File: src/rtl/regfile_wb_arbiter.sv
// Round-robin arbiter sharing the single regfile write port between NUM_REQ
// write-back sources, with a registered write-back stage and a contention counter.
module regfile_wb_arbiter #(
  parameter int unsigned NUM_REQ = 3,
  parameter int unsigned CNT_W   = 32
) (
  input  logic                    clk,
  input  logic                    rst,
  input  logic [NUM_REQ-1:0]      req_i_valid,
  input  logic [5*NUM_REQ-1:0]    req_i_rd,
  input  logic [64*NUM_REQ-1:0]   req_i_data,
  input  logic [NUM_REQ-1:0]      req_i_reg_wen,
  output logic [NUM_REQ-1:0]      req_o_ready,
  input  logic                    wb_i_stall,
  output logic [4:0]              write_back_o_rd,
  output logic [63:0]             write_back_o_data,
  output logic                    write_back_o_reg_wen,
  output logic [CNT_W-1:0]        arb_o_conflict_cnt
);

  localparam int unsigned RD_W   = 5;
  localparam int unsigned DATA_W = 64;
  localparam int unsigned PTR_W  = $clog2(NUM_REQ);

  logic [PTR_W-1:0]  rr_ptr;
  logic [PTR_W-1:0]  grant_idx;
  logic [PTR_W-1:0]  next_ptr;
  logic [PTR_W-1:0]  scan_idx;
  logic [PTR_W:0]    scan_sum;
  logic              xfer;
  logic [RD_W-1:0]   sel_rd;
  logic [DATA_W-1:0] sel_data;
  logic              sel_wen;
  logic              conflict_c;

  // Scan from rr_ptr upward (wrapping); the first valid source wins the port.
  always_comb begin : grant_scan
    req_o_ready = '0;
    grant_idx   = '0;
    xfer        = 1'b0;
    scan_sum    = '0;
    scan_idx    = '0;
    if (!rst && !wb_i_stall) begin
      for (int unsigned k = 0; k < NUM_REQ; k++) begin
        scan_sum = {1'b0, rr_ptr} + (PTR_W+1)'(k);
        if (scan_sum >= (PTR_W+1)'(NUM_REQ)) begin
          scan_sum = scan_sum - (PTR_W+1)'(NUM_REQ);
        end
        scan_idx = scan_sum[PTR_W-1:0];
        if (!xfer && req_i_valid[scan_idx]) begin
          xfer                  = 1'b1;
          grant_idx             = scan_idx;
          req_o_ready[scan_idx] = 1'b1;
        end
      end
    end
  end

  // One-hot payload select of the granted source.
  always_comb begin : payload_mux
    sel_rd   = '0;
    sel_data = '0;
    sel_wen  = 1'b0;
    for (int unsigned i = 0; i < NUM_REQ; i++) begin
      if (req_o_ready[i]) begin
        sel_rd   = sel_rd   | req_i_rd[RD_W*i +: RD_W];
        sel_data = sel_data | req_i_data[DATA_W*i +: DATA_W];
        sel_wen  = sel_wen  | req_i_reg_wen[i];
      end
    end
  end

  always_comb begin : ptr_next
    next_ptr = (grant_idx == PTR_W'(NUM_REQ - 1)) ? '0 : grant_idx + PTR_W'(1);
  end

  assign conflict_c = ($countones(req_i_valid) >= 2);

  // Pointer, write-back stage and saturating contention counter.
  always_ff @(posedge clk) begin
    if (rst) begin
      rr_ptr               <= '0;
      write_back_o_rd      <= '0;
      write_back_o_data    <= '0;
      write_back_o_reg_wen <= 1'b0;
      arb_o_conflict_cnt   <= '0;
    end else begin
      if (xfer) begin
        rr_ptr               <= next_ptr;
        write_back_o_rd      <= sel_rd;
        write_back_o_data    <= sel_data;
        write_back_o_reg_wen <= sel_wen && (sel_rd != '0);
      end else begin
        write_back_o_reg_wen <= 1'b0;
      end
      if (conflict_c && (arb_o_conflict_cnt != {CNT_W{1'b1}})) begin
        arb_o_conflict_cnt <= arb_o_conflict_cnt + CNT_W'(1);
      end
    end
  end

endmodule

File: config.mk
export PLATFORM = sky130hd
export DESIGN_NAME = regfile_wb_arbiter
export DESIGN_NICKNAME = d
export VERILOG_FILES = /design/src/rtl/regfile_wb_arbiter.sv
export SDC_FILE = /design/constraint.sdc
export NUM_CORES = 1
export LEC_CHECK = 0
export ABC_AREA = 1
export ABC_CLOCK_PERIOD_IN_PS = 2400
export BUFFER_PORTS_ARGS = -buffer_cell sky130_fd_sc_hd__buf_4
export CORE_ASPECT_RATIO = 0.7
export CORE_MARGIN = 4
export CORE_UTILIZATION = 40
export DETAILED_ROUTE_END_ITERATION = 10
export PLACE_DENSITY = 0.74
export SYNTH_ARGS = -nofsm -noshare
export SYNTH_HDL_FRONTEND = slang
export SYNTH_SLANG_ARGS = --single-unit
File: constraint.sdc
create_clock -name clk -period 2.4 [get_ports clk]
set_input_delay 0.24 -clock clk [delete_from_list [all_inputs] [get_ports clk]]
set_output_delay 0.24 -clock clk [all_outputs]
set_load 0.005 [all_outputs]
==> results.md, run 1 <==
- Core footprint: 13360 µm²
- PnR worst setup slack: ~0.046 ns
- Port Buffer Count: 320
- HPWL Detailed: 17020 µm
- Final worst path period need: around 2.4 ns
- Layout cell share with drive strength beyond 1: 0.3521
- Syn-to-layout area delta: 59.47%
- Cell chain of the critical path: inv_4, ha_4, inv_4, nand2_2, nand3_2, nand2_4, nor2_4, nand3_2, nand2_2, nand2_2, inv_4, buf_12, buf_4
- Rows: 35
- CP peak stage delay: around 0.38 ns
- CTS tree: built
- Worst relative slew slack: 0.5321
- Final nets: 1404
- PwrDens: 801.3 nW/µm²
- First-pass GRT wire length: 32960 µm
- R2r startpoint: rr_ptr[0]
- WL final: 22480 µm
- Seq/Total Area, Yosys: 0.3764
- Syn avg cell area: 6.447 µm²
- Metal-1 WL: 9257 µm
- RR Endpoint: write_back_o_data[51]
- Leakage power: 4.524 nW
- Combinational Power Share: 0.432
- CTS H-tree depth: 3
- Status: completed
- Internal Power: 4.631 mW
- Clock tree buffer depth: 2
- Hold Crit Start: req_i_data[155]
- Iteration-0 DRC Markers: about 550
- Synth top area share: 0.3764
- Clock share of power: 0.212
- DRC: 0
- Cts-stage hold buffer count: 0
- Die Area: between 15000 and 20000 µm²
- DRT Pass-1 Iters: 5
- Max VDD drop: 0.4346 mV
- Hold Crit Depth: 3
- Clock-pin slew on the worst setup and hold paths: ~0.07 ns
- CP max-delay cell: dfxtp_4
- Sw Pwr: around 2.4 mW
- Cell taking the most area after synthesis: dfxtp_1
- GPL Wtd Cong: roughly 0.95
- Tot Pwr: 7.069 mW
- Initial Utilization: 0.4141
- Buf/Inv on CP: 5
- Critical path class: reg2out
- Min-Delay Path Class: in2reg
- Die height: 106.4 µm
- Chip width: 148.6 µm
- Critical Path Fanout Max: 5
- Synth Register Bits: between 100 and 150
- Worst Path Arrival: 2.11 ns
- Vias: between 6000 and 7000
- Crit path launch type: flip-flop
- Routed len/inst: 16.39 µm
- Reg2Reg Depth: 17
- CP top delay family: simple AND/OR/NAND/NOR gates
- Vias in the first global route: between 6000 and 7000
- Crit end category: output port
- Initial antenna violation count: 1
- Hold endpoint: write_back_o_data[27]
- Diode count: 0
- Max Freq: 424.8 MHz
- Post-Synthesis Cell Area: 5532 µm²
- Clk Latency, worst-skew pair: 0.34 ns
- Worst EP required: 2.16 ns
- Met3 wire length: 2367 µm
- Post-Place Setup Slack: 0.01871 ns
- Slew Viols, Final: 0
- # setup viols final: 0
- Largest net degree at the start of global routing: 58
- Total grt overflow: 0
- Max_cap viols: 0
- Part of the power in registers: 0.356
- Synth cell types: 32
- GRT Total Usage: 0.2617
- Total CTS buffers: 9
- Sw Ratio: 0.3448
- CTS root buf: clkbuf_16
- Antenna-violating nets left: 0
- Number of cells produced by synthesis: about 860
- Setup Skew: between 0.008 and 0.009 ns
- Via density: 5.023
- Top-level I/O count: 321
- Hold Vio Cnt, Final: 0
- Syn_nets: 1080
- Top Metal Used: met5
- Met2 routed WL: 10230 µm
- CTS Sinks: between 100 and 150
- Area contributors post-synth: dfxtp_1 (38%), nand2_1 (15%), nand3_1 (9.1%)
- Yosys warnings: 0
- Worst Max-Slew Pin Slew: 0.6955 ns
- Period utilisation layout: 0.9809
- R2r setup slk: 0.07 ns
- RSZ-0062 raised after global routing: true
## cells in the final DEF, fill, tap and decap left out, types with 6 or more instances in the layout
master,instances
buf_4,342
nand4_1,6
nand3_1,97
o21ai_1,44
nand2_2,8
dfxtp_1,102
a21oi_1,73
nor2_1,47
inv_1,110
a21oi_2,16
nor3_1,13
clkbuf_16,9
o21ai_0,43
nand2_1,208
## per-layer routing
metal,GRT usage,up-vias
li1,-,3432
met1,0.3420,3075
met2,0.4130,339
met3,0.08053,44
met4,0.08438,2
met5,0,-
## metrics by stage
stage	TNS, ns	cell area [µm²]	cells	utilization	hold WS, ns
after floorplan	0	5532	858	-	0.3497
after global placement	0	8120	1339	0.6080	0.4374
after detailed placement	0	8120	1339	0.6080	0.4393
after CTS	0	8676	1367	0.6496	0.08541
after global routing	-0.3529	8821	1372	0.6604	0.07887
final	0	8821	1372	0.6604	0.08810
## power by group through the flow
stage                     Combinational, mW  Sequential, mW  Clock [mW]
after global routing                   3.31            2.58        1.60
final                                  3.05            2.52        1.50
after floorplan                        1.13            2.56           0
after detailed placement               2.63            2.54           0
after CTS                              2.87            2.51        1.53
after global placement                 2.61            2.52           0
## registers in the layout (all words and copies together) (netlist names)
register	flops
write_back_o_reg_wen	1
write_back_o_rd	5
write_back_o_data	64
arb_o_conflict_cnt	32
rr_ptr	2
## cells in the mapped netlist, drive strengths merged
library cell	number
a211oi	1
a21o	1
and3	2
inv	119
nand3	102
a31oi	1
xnor2	1
nand4	6
ha	6
clkbuf	19
nand3b	2
nor3	15
nand2	220
nor4	4
xor2	2
nor3b	4
o21a	2
o211ai	2
nor2	48
buf	21
a21oi	89
dfxtp	104
o21ai	87
## tightest hold or removal path, delay by kind of cell
kind / cells / cell delay (ns)
buffers and inverters: 1 / 0.08
AOI/OAI and AO/OA: 1 / 0.04
and+or+nand+nor: 1 / 0.04
## logic make-up (layout without fill, tap and decap cells)
family,count (synthesis),count (layout),share of synthesized area
simple gates,403,403,0.3144
flops,104,104,0.3764
buf+inv,159,488,0.1224
compound gates,183,183,0.1685
fa+ha+maj,6,6,0.01357
xor+xnor,3,3,0.004751
## timing repair
item                                    CTS  global route
hold endpoints to repair                  0             0
endpoints found under the setup margin    3            66
setup buffers                             8             6
cloned                                    4             0
resized for setup                        12            37
pin swaps                                 4            10
## worst max path at each step
stage          cells past startpoint                     to  startpoint
6_report                          13         req_o_ready[0]   rr_ptr[0]
5_1_grt                           16  write_back_o_data[51]   rr_ptr[0]
4_1_cts                           13         req_o_ready[2]   rr_ptr[0]
3_5_place_dp                      13         req_o_ready[2]   rr_ptr[0]
3_3_place_gp                      13         req_o_ready[2]   rr_ptr[0]
2_1_floorplan                     15  write_back_o_data[19]   rr_ptr[0]
## area by class of cell
type	instances	area, µm²
tap	185	231.5
multi-input combinational	595	2923
timing repair buffer	353	2815
clock buffer	10	239.0
inverter	119	459.2
sequential	104	2087
clock inverter	6	66.31
fill	1197	4536
Power figures use the tool's default switching activity.
==> run 2, diff against run 1 <==
--- a/config.mk
+++ b/config.mk
@@ -13,6 +13,7 @@
 export CORE_UTILIZATION = 40
 export DETAILED_ROUTE_END_ITERATION = 10
 export PLACE_DENSITY = 0.74
+export SETUP_SLACK_MARGIN = 0.15
 export SYNTH_ARGS = -nofsm -noshare
 export SYNTH_HDL_FRONTEND = slang
 export SYNTH_SLANG_ARGS = --single-unit
==> results.md, run 2 (synthesized netlist as in run 1, its figures left out) <==
- Final worst path period need: 2.297 ns
- Critical Path Fanout Max: 5
- Routed len/inst: roughly 17 µm
- Worst relative slew slack: 0.4903
- CP max-delay cell: dfxtp_4
- Worst Max-Slew Pin Slew: 0.7617 ns
- Post-Route Utilization: 0.6880
- CTS tree: built
- Placed cell areas: 8120 µm²
- Largest Register: write_back_o_data
- Core footprint: 13360 µm²
- Initial antenna violation count: 0
- Vias: a little over 7000
- DRC: 0
- Initial Utilization: 0.4141
- Iteration-0 DRC Markers: 609
- CP peak stage delay: between 0.3 and 0.4 ns
- Most frequent cells in the layout: buf_4 (341), nand2_1 (204), inv_1 (109)
- Port Buffer Count: 320
- Rows: 35
- GR Layer Usage met2: 0.4272
- Combinational Power Share: 0.454
- Crit end category: output port
- Largest net degree at the start of global routing: 58
- Total grt overflow: 0
- CTS H-tree depth: 3
- Part of the power in registers: 0.342
- Clk Latency, worst-skew pair: 0.34 ns
- Max_cap viols: 0
- GR Layer Usage met1: 0.3450
- Layout cell share with drive strength beyond 1: 0.3871
- Max FFs per register: 64
- Sw Pwr: 2.603 mW
- Total CTS buffers: 9
- # setup viols final: 0
- Top-level I/O count: 321
- Via density: around 5
- Min-Delay Path Class: in2reg
- PwrDens: 802.6 nW/µm²
- Max VDD drop: 0.4317 mV
- Final nets: 1413
- Antenna-violating nets left: 0
- RSZ-0062 raised after global routing: true
- Design area: 9189 µm²
- GRT Total Usage: 0.2660
- HPWL Detailed: 17020 µm
- Most common cell after layout, fill and taps aside: buf_4
- Internal Power: 4.772 mW
- First-pass GRT wire length: 33510 µm
- Worst Path Arrival: 2.06 ns
- GPL Wtd Cong: 0.9549
- GR peak layer: met2
- Clock share of power: 0.204
- Cell chain of the critical path: inv_4, ha_4, nand2_2, nand3_4, nand2_4, nor2_4, nand3_2, nand2_2, nand2_4, inv_4, buf_12, buf_6
- Die Area: 15800 µm²
- Crit path launch type: flip-flop
- WL final: 23790 µm
- Post-route setup TNS: 0 ns
- Clock tree buffer depth: 2
- Chip width: ~150 µm
- Max Freq: between 400 and 500 MHz
- Leakage power: 4.658 nW
- Vias in the first global route: about 6300
- Hold Vio Cnt, Final: 0
- Met3 usage: 0.08266
- Worst EP required: roughly 2.2 ns
- Top Registers: write_back_o_data (64), arb_o_conflict_cnt (32), write_back_o_rd (5)
- Status: completed
- Setup Skew: 0.008477 ns
- Clock-pin slew on the worst setup and hold paths: 0.07 ns
- DRT Pass-1 Iters: 6
- Slew Viols, Final: 0
- Sw Ratio: 0.3529
- Diode count: 0
- Syn-to-layout area delta: 66.12%
- Critical path class: reg2out
- CTS root buf: clkbuf_16
- Period utilisation layout: 0.9571
- CTS Sinks: 104
- Die height: 106.4 µm
==> run 2: cell types whose count changed in the layout (fill, tap and decap cells not counted), sizes merged <==
cell    previous run  this run
buf              350       358
clkbuf            10        13
bufbuf             3         1
==> run 2: final cells by class <==
cell class                 instances  area, µm²
multi-input combinational        595       3119
clock inverter                     6      66.31
tap                              185      231.5
sequential                       104       2090
timing repair buffer             362       2982
clock buffer                      10      239.0
fill                            1152       4168
inverter                         119      461.7
==> run 2: metal layers <==
| layer | part of all wire | up-vias | wire length, µm |
|---|---|---|---|
| li1 | - | 3449 | - |
| met1 | 0.41 | 3197 | 9806 |
| met2 | 0.46 | 358 | 11020 |
| met3 | 0.10 | 41 | 2388 |
| met4 | 0.024 | 0 | 571 |
| met5 | 0 | - | 0 |
==> run 2: final timing paths <==
| kind | startpoint | endpoint | slack [ns] | depth (start not counted) |
|---|---|---|---|---|
| setup / recovery | rr_ptr[0] | req_o_ready[0] | 0.10 | 12 |
| hold / removal | req_i_data[143] | write_back_o_data[15] | 0.09 | 3 |
| setup reg to reg | rr_ptr[0] | write_back_o_data[51] | 0.18 | 16 |
| hold reg to reg | write_back_o_data[15] | write_back_o_data[15] | 0.47 | 2 |
==> run 2: repair_timing <==
action | CTS | global route
hold buffers | 0 | 0
endpoints found under the setup margin | 44 | 74
resized for setup | 36 | 79
buffers inserted | 13 | 5
pin swaps | 6 | 11
gates cloned | 4 | 4
==> run 2: power groups by stage <==
stage               clock network (mW)  registers [mW]  logic (mW)
floorplan                            0            2.56        1.13
global placement                     0            2.52        2.61
detailed placement                   0            2.54        2.63
CTS                               1.53            2.52        2.98
global route                      1.59            2.58        3.60
finish                            1.50            2.52        3.35
==> run 2: through the flow <==
stage          std cells  hold WS (ns)  power, mW  setup slack, ns
2_1_floorplan        858        0.3497      3.689           0.3339
3_3_place_gp        1339        0.4374      5.128          0.08386
3_5_place_dp        1339        0.4393      5.163          0.01871
4_1_cts             1372       0.08101      7.019           0.1131
5_1_grt             1381       0.07993      7.782        0.0003670
6_report            1381       0.08847      7.375           0.1029
==> run 2: critical path: cells and delay by family, from the launching register on <==
family / cells / cell delay (ns)
fa+ha+maj: 1 / 0.29
buf+inv: 4 / 0.35
simple gates: 7 / 0.70
flops: 1 / 0.38
==> run 3, diff against run 2 <==
--- a/config.mk
+++ b/config.mk
@@ -12,6 +12,7 @@
 export CORE_MARGIN = 4
 export CORE_UTILIZATION = 40
 export DETAILED_ROUTE_END_ITERATION = 10
+export MAX_ROUTING_LAYER = met4
 export PLACE_DENSITY = 0.74
 export SETUP_SLACK_MARGIN = 0.15
 export SYNTH_ARGS = -nofsm -noshare
==> results.md, run 3 (synthesized netlist as in run 1, its figures left out) <==
- Status: completed
- Total grt overflow: 0
- CP peak stage delay: roughly 0.37 ns
- Leakage power: 4.613 nW
- Largest net degree at the start of global routing: between 50 and 60
- Max_cap viols: 0
- Die height: 106.4 µm
- PwrDens: about 800 nW/µm²
- Internal Power: roughly 4.8 mW
- Critical Path Fanout Max: 5
- Sw Pwr: 2.538 mW
- Combinational Power Share: 0.446
- R2r startpoint: rr_ptr[0]
- Critical path class: reg2out
- CTS H-tree depth: 3
- Hold Vio Cnt, Final: 0
- Max VDD drop: roughly 0.43 mV
- Clock tree buffer depth: 2
- Reg2Reg Depth: 13
- Period utilisation layout: 0.9526
- Post-route setup TNS: 0 ns
- DRT Pass-1 Iters: 5
- # fillers: 1169
- CTS Sinks: between 100 and 150
- Die Area: 15800 µm²
- RSZ-0062 raised after global routing: true
- GPL Wtd Cong: slightly above 0.9
- Final worst path period need: 2.286 ns
- WL final: 23390 µm
- Tot Pwr: 7.342 mW
- Initial antenna violation count: 0
- Met3 wire length: 2045 µm
- Rows: 35
- Final nets: 1417
- Top Registers: write_back_o_data (64), arb_o_conflict_cnt (32), write_back_o_rd (5)
- Worst relative slew slack: 0.5315
- GRT Total Usage: 0.2745
- Layout cell share with drive strength beyond 1: 0.3740
- CTS tree: built
- Antenna-violating nets left: 0
- Cell chain of the critical path: inv_4, ha_4, nand2_1, nand3_2, nand2_4, nor2_4, nand3_2, nand2_2, nand2_4, inv_4, buf_12, buf_6
- Clock share of power: 0.211
- Chip width: approximately 150 µm
- Crit path launch type: flip-flop
- Crit end category: output port
- CP max-delay cell: dfxtp_4
- Vias: 6951
- Via density: about 5.0
- Part of the power in registers: 0.343
- CP Capture Point: req_o_ready[2]
- Total CTS buffers: 9
- Top-level I/O count: 321
- Min-Delay Path Class: in2reg
- Most common cell after layout, fill and taps aside: buf_4
- Vias in the first global route: 6175
- Most frequent cells in the layout: buf_4 (350), nand2_1 (202), inv_1 (109)
- Diode count: 0
- Routed len/inst: 16.91 µm
- R2r setup slk: 0.14 ns
- Reg area: 2091 µm²
- HPWL Detailed: 17040 µm
- Met2 routed WL: 11130 µm
- Initial Utilization: 0.4141
- First-pass GRT wire length: between 30000 and 40000 µm
- Post-Route Utilization: 0.6778
- Sw Ratio: 0.3457
- Multi-input gate area: 3008 µm²
- Port Buffer Count: 320
- Setup Skew: between 0.008 and 0.009 ns
- DRC: 0
- Syn-to-layout area delta: 63.65%
- RR Endpoint: write_back_o_data[24]
- Origin of the worst setup path: rr_ptr[0]
- Max Freq: 437.4 MHz
- Metal-1 WL: 9841 µm
- Slew Viols, Final: 0
- CTS root buf: clkbuf_16
- Worst EP required: around 2.2 ns
- Clk Latency, worst-skew pair: 0.34 ns
- Max FFs per register: 64
- Worst Path Arrival: 2.05 ns
- Clock-pin slew on the worst setup and hold paths: 0.07 ns
- Iteration-0 DRC Markers: a little under 600
- Worst Max-Slew Pin Slew: 0.7002 ns
- Core footprint: 13360 µm²
- # setup viols final: 0
- Top Metal Used: met4
- Largest Register: write_back_o_data
## run 3: cell types whose count changed in the layout (fill, tap and decap cells not counted), moves of 4 or more
| cell | change |
|---|---|
| a21oi_1 | +17 |
| a21oi_2 | -14 |
| buf_4 | +9 |
| nand2_2 | +5 |
| o21ai_0 | +7 |
| o21ai_2 | -4 |
## run 3: cell type report
type	count	area share
clock buffer	9	0.02488
clock inverter	5	0.008984
inverter	119	0.05100
multi-input combinational	595	0.3323
sequential	104	0.2310
tap	185	0.02557
timing repair buffer	366	0.3263
## run 3: routing by layer
metal / up-vias / global-route usage
met2: 325 / 0.4366
met1: 3133 / 0.3587
met4: 0 / 0.05142
met3: 29 / 0.06902
li1: 3464 / -
met5: - / -
## run 3: worst min-delay path by stage
| stage | start | endpoint | cells past startpoint |
|---|---|---|---|
| 4_1_cts | req_i_data[136] | write_back_o_data[8] | 3 |
| 5_1_grt | req_i_data[187] | write_back_o_data[59] | 3 |
| 2_1_floorplan | req_i_data[138] | write_back_o_data[10] | 2 |
| 3_3_place_gp | req_i_data[133] | write_back_o_data[5] | 3 |
| 3_5_place_dp | req_i_data[149] | write_back_o_data[21] | 3 |
| 6_report | req_i_data[153] | write_back_o_data[25] | 3 |
## run 3: critical path: cells and delay by family (launching register included)
family / cells / cell delay (ns)
and+or+nand+nor: 7 / 0.69
DFF: 1 / 0.37
buffers and inverters: 4 / 0.34
adders and majority gates: 1 / 0.29
## run 3: power groups by stage
stage                     clock network (mW)  logic, mW  registers, mW
after global placement                     0       2.62           2.53
after floorplan                            0       1.13           2.56
after detailed placement                   0       2.64           2.54
final                                   1.55       3.28           2.52
after global routing                    1.65       3.52           2.58
after CTS                               1.58       3.01           2.51
## run 3: repair_timing
| item | in CTS | in global routing |
|---|---|---|
| resized for setup | 24 | 60 |
| pin swaps | 10 | 14 |
| setup buffers | 18 | 5 |
| gates cloned | 4 | 1 |
| hold buffers | 0 | 0 |
| setup endpoints to repair | 68 | 74 |
## run 3: per-stage QoR
step                instance area [µm²]  setup slack (ns)  hold WS [ns]  std cells
finish                             9052            0.1137       0.09251       1383
global route                       9052           0.02502       0.08911       1383
CTS                                8805            0.1164       0.08491       1378
detailed placement                 8155          0.006406        0.4403       1342
global placement                   8155           0.07759        0.4350       1342
floorplan                          5532            0.3339        0.3497        858
